## src/rtl/ahb_lite_master.sv

```systemverilog
// Single-outstanding AHB-Lite initiator: one command in, one SINGLE transfer out on a 64-bit bus.
// Optional macro AHB_MST_RDATA_ALIGN_EN right-justifies read data by address and size.
module ahb_lite_master #(
    parameter logic [3:0] HPROT_VAL      = 4'b0011,
    parameter int         TIMEOUT_CYCLES = 256
) (
    input  logic        HCLK,
    input  logic        HRESETn,
    input  logic        cmd_valid,
    output logic        cmd_ready,
    input  logic        cmd_write,
    input  logic [31:0] cmd_addr,
    input  logic [2:0]  cmd_size,
    input  logic [63:0] cmd_wdata,
    output logic        rsp_valid,
    output logic        rsp_error,
    output logic        rsp_timeout,
    output logic [63:0] rsp_rdata,
    output logic        busy,
    output logic [31:0] HADDR,
    output logic [1:0]  HTRANS,
    output logic        HWRITE,
    output logic [2:0]  HSIZE,
    output logic [2:0]  HBURST,
    output logic [3:0]  HPROT,
    output logic [63:0] HWDATA,
    input  logic [63:0] HRDATA,
    input  logic        HREADY,
    input  logic        HRESP
);
    typedef enum logic [2:0] {S_IDLE, S_CHK, S_ADDR, S_DATA, S_ERR2} state_t;

    localparam logic [1:0]  TR_IDLE   = 2'b00;
    localparam logic [1:0]  TR_NONSEQ = 2'b10;
    localparam bit          WDOG_EN   = (TIMEOUT_CYCLES > 0);
    localparam logic [31:0] WDOG_LIM  = 32'(TIMEOUT_CYCLES);

    state_t      state_q, state_d;
    logic        cmd_ready_q, cmd_ready_d;
    logic        rsp_valid_q, rsp_valid_d;
    logic        rsp_error_q, rsp_error_d;
    logic        rsp_timeout_q, rsp_timeout_d;
    logic [63:0] rsp_rdata_q, rsp_rdata_d;
    logic [31:0] haddr_q, haddr_d;
    logic [1:0]  htrans_q, htrans_d;
    logic        hwrite_q, hwrite_d;
    logic [2:0]  hsize_q, hsize_d;
    logic [63:0] hwdata_q, hwdata_d;
    logic [63:0] wdata_q, wdata_d;
    logic [15:0] wdog_q, wdog_d;

    logic        misaligned;
    logic [15:0] wdog_inc;
    logic        wdog_fire;
    logic        bus_state;
    logic [63:0] rd_fmt;

    always_comb begin
        case (hsize_q)
            3'd0:    misaligned = 1'b0;
            3'd1:    misaligned = haddr_q[0];
            3'd2:    misaligned = |haddr_q[1:0];
            3'd3:    misaligned = |haddr_q[2:0];
            default: misaligned = 1'b1;
        endcase
    end

`ifdef AHB_MST_RDATA_ALIGN_EN
    logic [63:0] rd_shift;
    always_comb begin
        rd_shift = HRDATA >> {haddr_q[2:0], 3'b000};
        case (hsize_q)
            3'd0:    rd_fmt = {56'd0, rd_shift[7:0]};
            3'd1:    rd_fmt = {48'd0, rd_shift[15:0]};
            3'd2:    rd_fmt = {32'd0, rd_shift[31:0]};
            default: rd_fmt = rd_shift;
        endcase
    end
`else
    assign rd_fmt = HRDATA;
`endif

    assign wdog_inc  = (wdog_q == 16'hFFFF) ? wdog_q : wdog_q + 16'd1;
    assign wdog_fire = WDOG_EN && ({16'd0, wdog_inc} >= WDOG_LIM);
    assign bus_state = (state_q == S_ADDR) || (state_q == S_DATA) || (state_q == S_ERR2);

    always_comb begin
        state_d       = state_q;
        cmd_ready_d   = cmd_ready_q;
        rsp_valid_d   = 1'b0;
        rsp_error_d   = 1'b0;
        rsp_timeout_d = 1'b0;
        rsp_rdata_d   = 64'd0;
        haddr_d       = haddr_q;
        htrans_d      = htrans_q;
        hwrite_d      = hwrite_q;
        hsize_d       = hsize_q;
        hwdata_d      = hwdata_q;
        wdata_d       = wdata_q;
        wdog_d        = 16'd0;

        case (state_q)
            S_IDLE: begin
                cmd_ready_d = 1'b1;
                if (cmd_valid && cmd_ready_q) begin
                    cmd_ready_d = 1'b0;
                    haddr_d     = cmd_addr;
                    hwrite_d    = cmd_write;
                    hsize_d     = cmd_size;
                    wdata_d     = cmd_wdata;
                    state_d     = S_CHK;
                end
            end
            S_CHK: begin
                if (misaligned) begin
                    rsp_valid_d = 1'b1;
                    rsp_error_d = 1'b1;
                    state_d     = S_IDLE;
                end else begin
                    htrans_d = TR_NONSEQ;
                    state_d  = S_ADDR;
                end
            end
            S_ADDR: begin
                if (HREADY) begin
                    htrans_d = TR_IDLE;
                    hwdata_d = wdata_q;
                    state_d  = S_DATA;
                end
            end
            S_DATA: begin
                if (HREADY) begin
                    // A one-cycle ERROR (HREADY=1 with HRESP=1) is still reported as an error.
                    rsp_valid_d = 1'b1;
                    rsp_error_d = HRESP;
                    rsp_rdata_d = (HRESP || hwrite_q) ? 64'd0 : rd_fmt;
                    state_d     = S_IDLE;
                end else if (HRESP) begin
                    state_d = S_ERR2;
                end
            end
            S_ERR2: begin
                if (HREADY) begin
                    rsp_valid_d = 1'b1;
                    rsp_error_d = 1'b1;
                    state_d     = S_IDLE;
                end
            end
            default: state_d = S_IDLE;
        endcase

        // Watchdog only runs while the bus holds us in the same state.
        if (bus_state && !HREADY && (state_d == state_q)) begin
            wdog_d = wdog_inc;
            if (wdog_fire) begin
                wdog_d        = 16'd0;
                htrans_d      = TR_IDLE;
                rsp_valid_d   = 1'b1;
                rsp_error_d   = 1'b1;
                rsp_timeout_d = 1'b1;
                rsp_rdata_d   = 64'd0;
                state_d       = S_IDLE;
            end
        end
    end

    always_ff @(posedge HCLK or negedge HRESETn) begin
        if (!HRESETn) begin
            state_q       <= S_IDLE;
            cmd_ready_q   <= 1'b0;
            rsp_valid_q   <= 1'b0;
            rsp_error_q   <= 1'b0;
            rsp_timeout_q <= 1'b0;
            rsp_rdata_q   <= 64'd0;
            haddr_q       <= 32'd0;
            htrans_q      <= TR_IDLE;
            hwrite_q      <= 1'b0;
            hsize_q       <= 3'd0;
            hwdata_q      <= 64'd0;
            wdata_q       <= 64'd0;
            wdog_q        <= 16'd0;
        end else begin
            state_q       <= state_d;
            cmd_ready_q   <= cmd_ready_d;
            rsp_valid_q   <= rsp_valid_d;
            rsp_error_q   <= rsp_error_d;
            rsp_timeout_q <= rsp_timeout_d;
            rsp_rdata_q   <= rsp_rdata_d;
            haddr_q       <= haddr_d;
            htrans_q      <= htrans_d;
            hwrite_q      <= hwrite_d;
            hsize_q       <= hsize_d;
            hwdata_q      <= hwdata_d;
            wdata_q       <= wdata_d;
            wdog_q        <= wdog_d;
        end
    end

    assign cmd_ready   = cmd_ready_q;
    assign rsp_valid   = rsp_valid_q;
    assign rsp_error   = rsp_error_q;
    assign rsp_timeout = rsp_timeout_q;
    assign rsp_rdata   = rsp_rdata_q;
    assign busy        = (state_q != S_IDLE);
    assign HADDR       = haddr_q;
    assign HTRANS      = htrans_q;
    assign HWRITE      = hwrite_q;
    assign HSIZE       = hsize_q;
    assign HBURST      = 3'b000;
    assign HPROT       = HPROT_VAL;
    assign HWDATA      = hwdata_q;
endmodule

```

## config.mk

```make
export PLATFORM = sky130hd
export DESIGN_NAME = ahb_lite_master
export DESIGN_NICKNAME = d
export VERILOG_FILES = /design/src/rtl/ahb_lite_master.sv
export SDC_FILE = /design/constraint.sdc
export NUM_CORES = 1
export LEC_CHECK = 0
export BUFFER_PORTS_ARGS = -buffer_cell sky130_fd_sc_hd__clkbuf_2
export CORE_ASPECT_RATIO = 0.8
export CORE_MARGIN = 3
export CORE_UTILIZATION = 49
export CTS_CLUSTER_DIAMETER = 200
export CTS_CLUSTER_SIZE = 12
export DETAILED_ROUTE_END_ITERATION = 12
export MAX_ROUTING_LAYER = met4
export PLACE_DENSITY = 0.79
export SLEW_MARGIN = 20
export SYNTH_ARGS = -nofsm -noshare
export SYNTH_HDL_FRONTEND = slang
export SYNTH_SLANG_ARGS = --single-unit
```

## constraint.sdc

```tcl
create_clock -name HCLK -period 2.65 [get_ports HCLK]
set_input_delay 0 -clock HCLK [delete_from_list [all_inputs] [get_ports HCLK]]
set_output_delay 0 -clock HCLK [all_outputs]
set_load 0.02 [all_outputs]
```

; ---- After elaboration in Yosys (flattened, before gate mapping)
; Cells that the tools add are included.
; W data, S select, Z words.
[word_totals]
ff_bits = 253
elab_cells = 74
[op_classes]
mux = 35
magnitude_cmp = 1
n_addsub = 1
reduce_logical = 15
eq_ne = 9
[op_table]
columns = operator, count
row1 = $mux W64, 5
row2 = $mux W16, 3
row3 = $mux W3, 7
row4 = $add A16 B1 Y16 const B, 1
row5 = $eq A16 B16 Y1 const B, 1
row6 = $ge A16 B9 Y1 const B, 1
row7 = $pmux W3 S5, 1
row8 = $eq A3 B2 Y1 const B, 4
row9 = $mux W1, 10
row10 = $mux W2, 5
row11 = $eq A3 B1 Y1 const B, 2
row12 = $logic_not A3 Y1, 2
row13 = $pmux W1 S4, 1
row14 = $pmux W2 S2, 1
row15 = $reduce_and A2 Y1, 2
row16 = $reduce_or A2 Y1, 2
row17 = $eq A3 B3 Y1, 1
row18 = $eq A3 B3 Y1 const B, 1
row19 = $logic_and A1 B1 Y1, 3
row20 = $logic_or A1 B1 Y1, 3
row21 = $pmux W1 S3, 1
row22 = $reduce_bool A3 Y1, 1
row23 = $reduce_or A3 Y1, 1
row24 = $pmux W1 S2, 1
row25 = $logic_not A1 Y1, 1

; ---- Depth between registers and ports, before layout
[depth]
word_depth = 7
ltp_mapped = 8
mapped_depth_nobuf = 6

; ---- Worst setup path after synthesis
; Ideal clock, no wire load.
[synth_path]
path_type = reg-to-reg
startpoint = reg wdog_q[0]
endpoint = reg wdog_q[2]
setup_ps = 95
setup_slack_ps = 532
required_ps = 2555
path_stages_with_launch = 9
arrival_ps = 2023
n_path_buf = 2
cell_sequence = dfrtp_1 > ha_1 > and4_1 > buf_6 > a311oi_2 > a21oi_1 > or3_4 > buf_6 > nor4_4
[synth_between]
elab_chain_len = 5
[synth_lines]
columns = element, line_no
row1 = from (decl), 50  ; logic [15:0] wdog_q, wdog_d;
row2 = from (signal assigned), 195  ; wdog_q <= wdog_d;
row3 = $add A16 B1 Y16 / $eq A16 B16 Y1 (equally long branches), 83  ; assign wdog_inc = (wdog_q == 16'hFFFF) ? wdog_q : wdog_q + 16'd1;
row4 = $mux W16 (*), 83
row5 = $ge A16 B9 Y1, 84  ; assign wdog_fire = WDOG_EN && ({16'd0, wdog_inc} >= WDOG_LIM);
row6 = $mux W16 (*), 155  ; if (wdog_fire) begin
row7 = $mux W16 (*), 153  ; if (bus_state && !HREADY && (state_d == state_q)) begin
row8 = net wdog_d[2], 50
; Mark *: on every way through the listed nets, which the timed path passes. The rest lies on a longest branch.
; A chain may end at the register's enable or synchronous reset.

; ---- Worst setup path in the final report
[layout_path]
startpoint = reg wdog_q[0]
endpoint = reg wdog_q[1]
; Same word-level chain as after synthesis.

==> metrics <==
most frequently used flop master after synthesis=dfrtp_1; TritonCTS clock tree=built; max-slew headroom at the worst pin=60.0%; Ports=347; final hold slack=0.0390 ns; Cell Chain, Critical Path=ha_1 -> and4_1 -> nand4_1 -> a211oi_1 -> nor2_2 -> nor4_1; vias in the first global route=8,493; post-DR wirelength/cell=18.6 um; H-tree depth=1; overall die area=21,300 sq um; largest net degree at the start of global routing=78; share of layout cells above drive strength 1=38.9%; Finished Core Util=73.5%; antenna-violating nets left=0; clock latency on the worst-skew pair=0.52 ns; Clock Tree Root=clkbuf_16; initial antenna violation count=0; setup TNS=0 ns; # nets final=1,461; number of enable flip-flop cells after synthesis=0; critical path's slowest cell=a211oi_1; critical path launch point=wdog_q[0]; pre-CTS setup slack=0.419 ns; Peak Freq=0.437 GHz; Mapped Cells=773; placed inst area=11,700 sq um; period utilisation layout=86.3%; Tmin final=2.29 ns; status=finished clean; top-area cell type share of the netlist area=65.9%; Leakage=7.24 nW; antenna cells=0; crit end category=flop; via count=7,882; Critical R2R Launch=wdog_q[0]; HP Start=HRESP; post-CTS setup buffer count=0; Worst EP arrival=2.70 ns; Hold Path Class=in2reg; crit path max fanout=9; area leader, netlist=dfrtp_1; 1st-iter DRT viols=501; RSZ-0062 raised after global routing=false; Initial Utilization=50.3%; Total GRT Usage=27.8%; Worst EP required=3.06 ns; Multi-input gate area=3110 sq um; crit start category=flop; Die W=163 um; Synth Cell Area=9600 sq um; Worst Tran Pin Value=0.584 ns; synth top area cells=dfrtp_1, mux2_2, nand2_1; ys async rst share=100%; register bit total from synthesis=253; post-DP HPWL=17,000 um; power density over the cells=976 nW/um^2; peak supply drop=0.000784 V; GP Congestion=0.901; Layout fillers=1,198; Max Cap Violations=0; count leader, synth=dfrtp_1; Max Slew Vio Count=0; first-pass GRT wire length=45,600 um; DRC errors left=0; Rows=45; CORE AREA=19,100 sq um; Avg Inst Size Synth=12.4 sq um; total CTS buffers=25; number of port buffers=339; grt total ovfl=0; cell area after layout=14,000 sq um; Reg clk slew, reported paths=0.06 ns; Warnings, synthesis=0; synth unique cells=50; skew final=0.0266 ns; setup violators final=0; clk sinks=253; Final WS setup=0.363 ns; deepest clock path buffer count=3; area occupied by registers=6330 sq um; slowest stage delay, CP=0.47 ns; post-synthesis sequential area ratio=65.9%; 1st-pass router iterations=6; vias per cell=5.09; final hold vios=0; Synth-to-Final Area Change=46.1%; CP Class=reg2reg; Detailed Route WL=28,800 um; synth cell count leaders=dfrtp_1, nand2_1, mux2_2, and2_1, clkbuf_1; die height=131 um
power breakdown:
part           internal [mW]  total [mW]  switching (mW)
registers               5.17        5.95           0.788
logic                   2.00        4.67            2.67
clock network           1.68        3.06            1.39
total                   8.84        13.7            4.84
state kept, by name, indices dropped and copies added (netlist names):
name	count
HWDATA	64
rsp_rdata	64
wdata_q	64
HADDR	32
wdog_q	16
HSIZE	3
state_q	3
HTRANS	2
HWRITE	1
cmd_ready	1
rsp_error	1
rsp_timeout	1
rsp_valid	1
metrics by stage:
stage | power [mW] | instances
2_1_floorplan | 8.61 | 786
3_3_place_gp | 10.2 | 1356
3_5_place_dp | 10.3 | 1356
4_1_cts | 13.6 | 1550
5_1_grt | 14.4 | 1550
6_report | 13.7 | 1550
worst paths after layout:
path,end,slack [ns],cells after the start
max in group asynchronous,wdata_q[32],1.83,3
worst max-delay path,wdog_q[1],0.36,6
min in group asynchronous,wdata_q[0],0.06,2
worst min-delay path,state_q[1],0.04,4
worst max register to register,wdog_q[1],0.36,6
worst min register to register,HWDATA[17],0.46,2
cell families (layout without fill, tap and decap cells):
logic type               Yosys count  in the layout  synth area share, %
multiplexers                     103            103                 12.0
AND/OR/NAND/NOR                  318            318                 15.9
XOR/XNOR                           6              6                0.547
other                              2             15               0.0782
buffers and inverters             49            555                 2.45
AO/OA/AOI/OAI                     41             41                 2.96
flip-flops                       253            253                 65.9
adder cells (fa/ha/maj)            1              1                0.130
timing repair:
action | CTS | global route
hold buffers | 166 | 0
hold endpoints to repair | 403 | 0
resized for setup | 0 | 0
layout by cell type, fill, tap and decap left out, types with 2 or more instances in the layout:
| master | count |
|---|---|
| clkbuf_2 | 338 |
| dfrtp_1 | 253 |
| nand2_1 | 204 |
| dlygate4sd3_1 | 166 |
| mux2_2 | 100 |
| and2_1 | 65 |
| clkbuf_16 | 25 |
| conb_1 | 15 |
| nor2_1 | 13 |
| o21ai_0 | 8 |
| buf_4 | 8 |
| buf_12 | 8 |
| nor4_2 | 7 |
| a21oi_1 | 7 |
| inv_1 | 6 |
| nand4_1 | 5 |
| a31oi_1 | 5 |
| nor3_1 | 4 |
| o21a_1 | 4 |
| xor2_1 | 3 |
| xnor2_1 | 3 |
| mux2i_1 | 3 |
| nand3_1 | 2 |
| and3_2 | 2 |
| and4_1 | 2 |
| and4_2 | 2 |
| o2bb2ai_1 | 2 |
| a211oi_1 | 2 |
| nor4_4 | 2 |
| nor4_1 | 2 |
| o22ai_1 | 2 |
worst max-delay path, delay by kind of cell (launching register included):
| kind | cells | cell delay [ns] |
|---|---|---|
| and+or+nand+nor | 4 | 1.06 |
| AOI/OAI and AO/OA | 1 | 0.47 |
| DFF | 1 | 0.40 |
| adders and majority gates | 1 | 0.25 |
area by class of cell:
| cell class | count | share of cell area [%] |
|---|---|---|
| sequential | 253 | 45.1 |
| clock buffer | 26 | 4.49 |
| tap | 258 | 2.30 |
| inverter | 6 | 0.161 |
| multi-input combinational | 484 | 22.2 |
| clock inverter | 2 | 0.143 |
| timing repair buffer | 521 | 25.6 |
layer usage:
metal	global-route usage (%)	part of all wire (%)	up-vias
met4	12.0	5.3	0
met1	32.2	37	3819
met2	46.5	50	407
met5	-	0	-
li1	-	-	3557
met3	6.33	8.1	99
(Power assumes the default switching activity.)
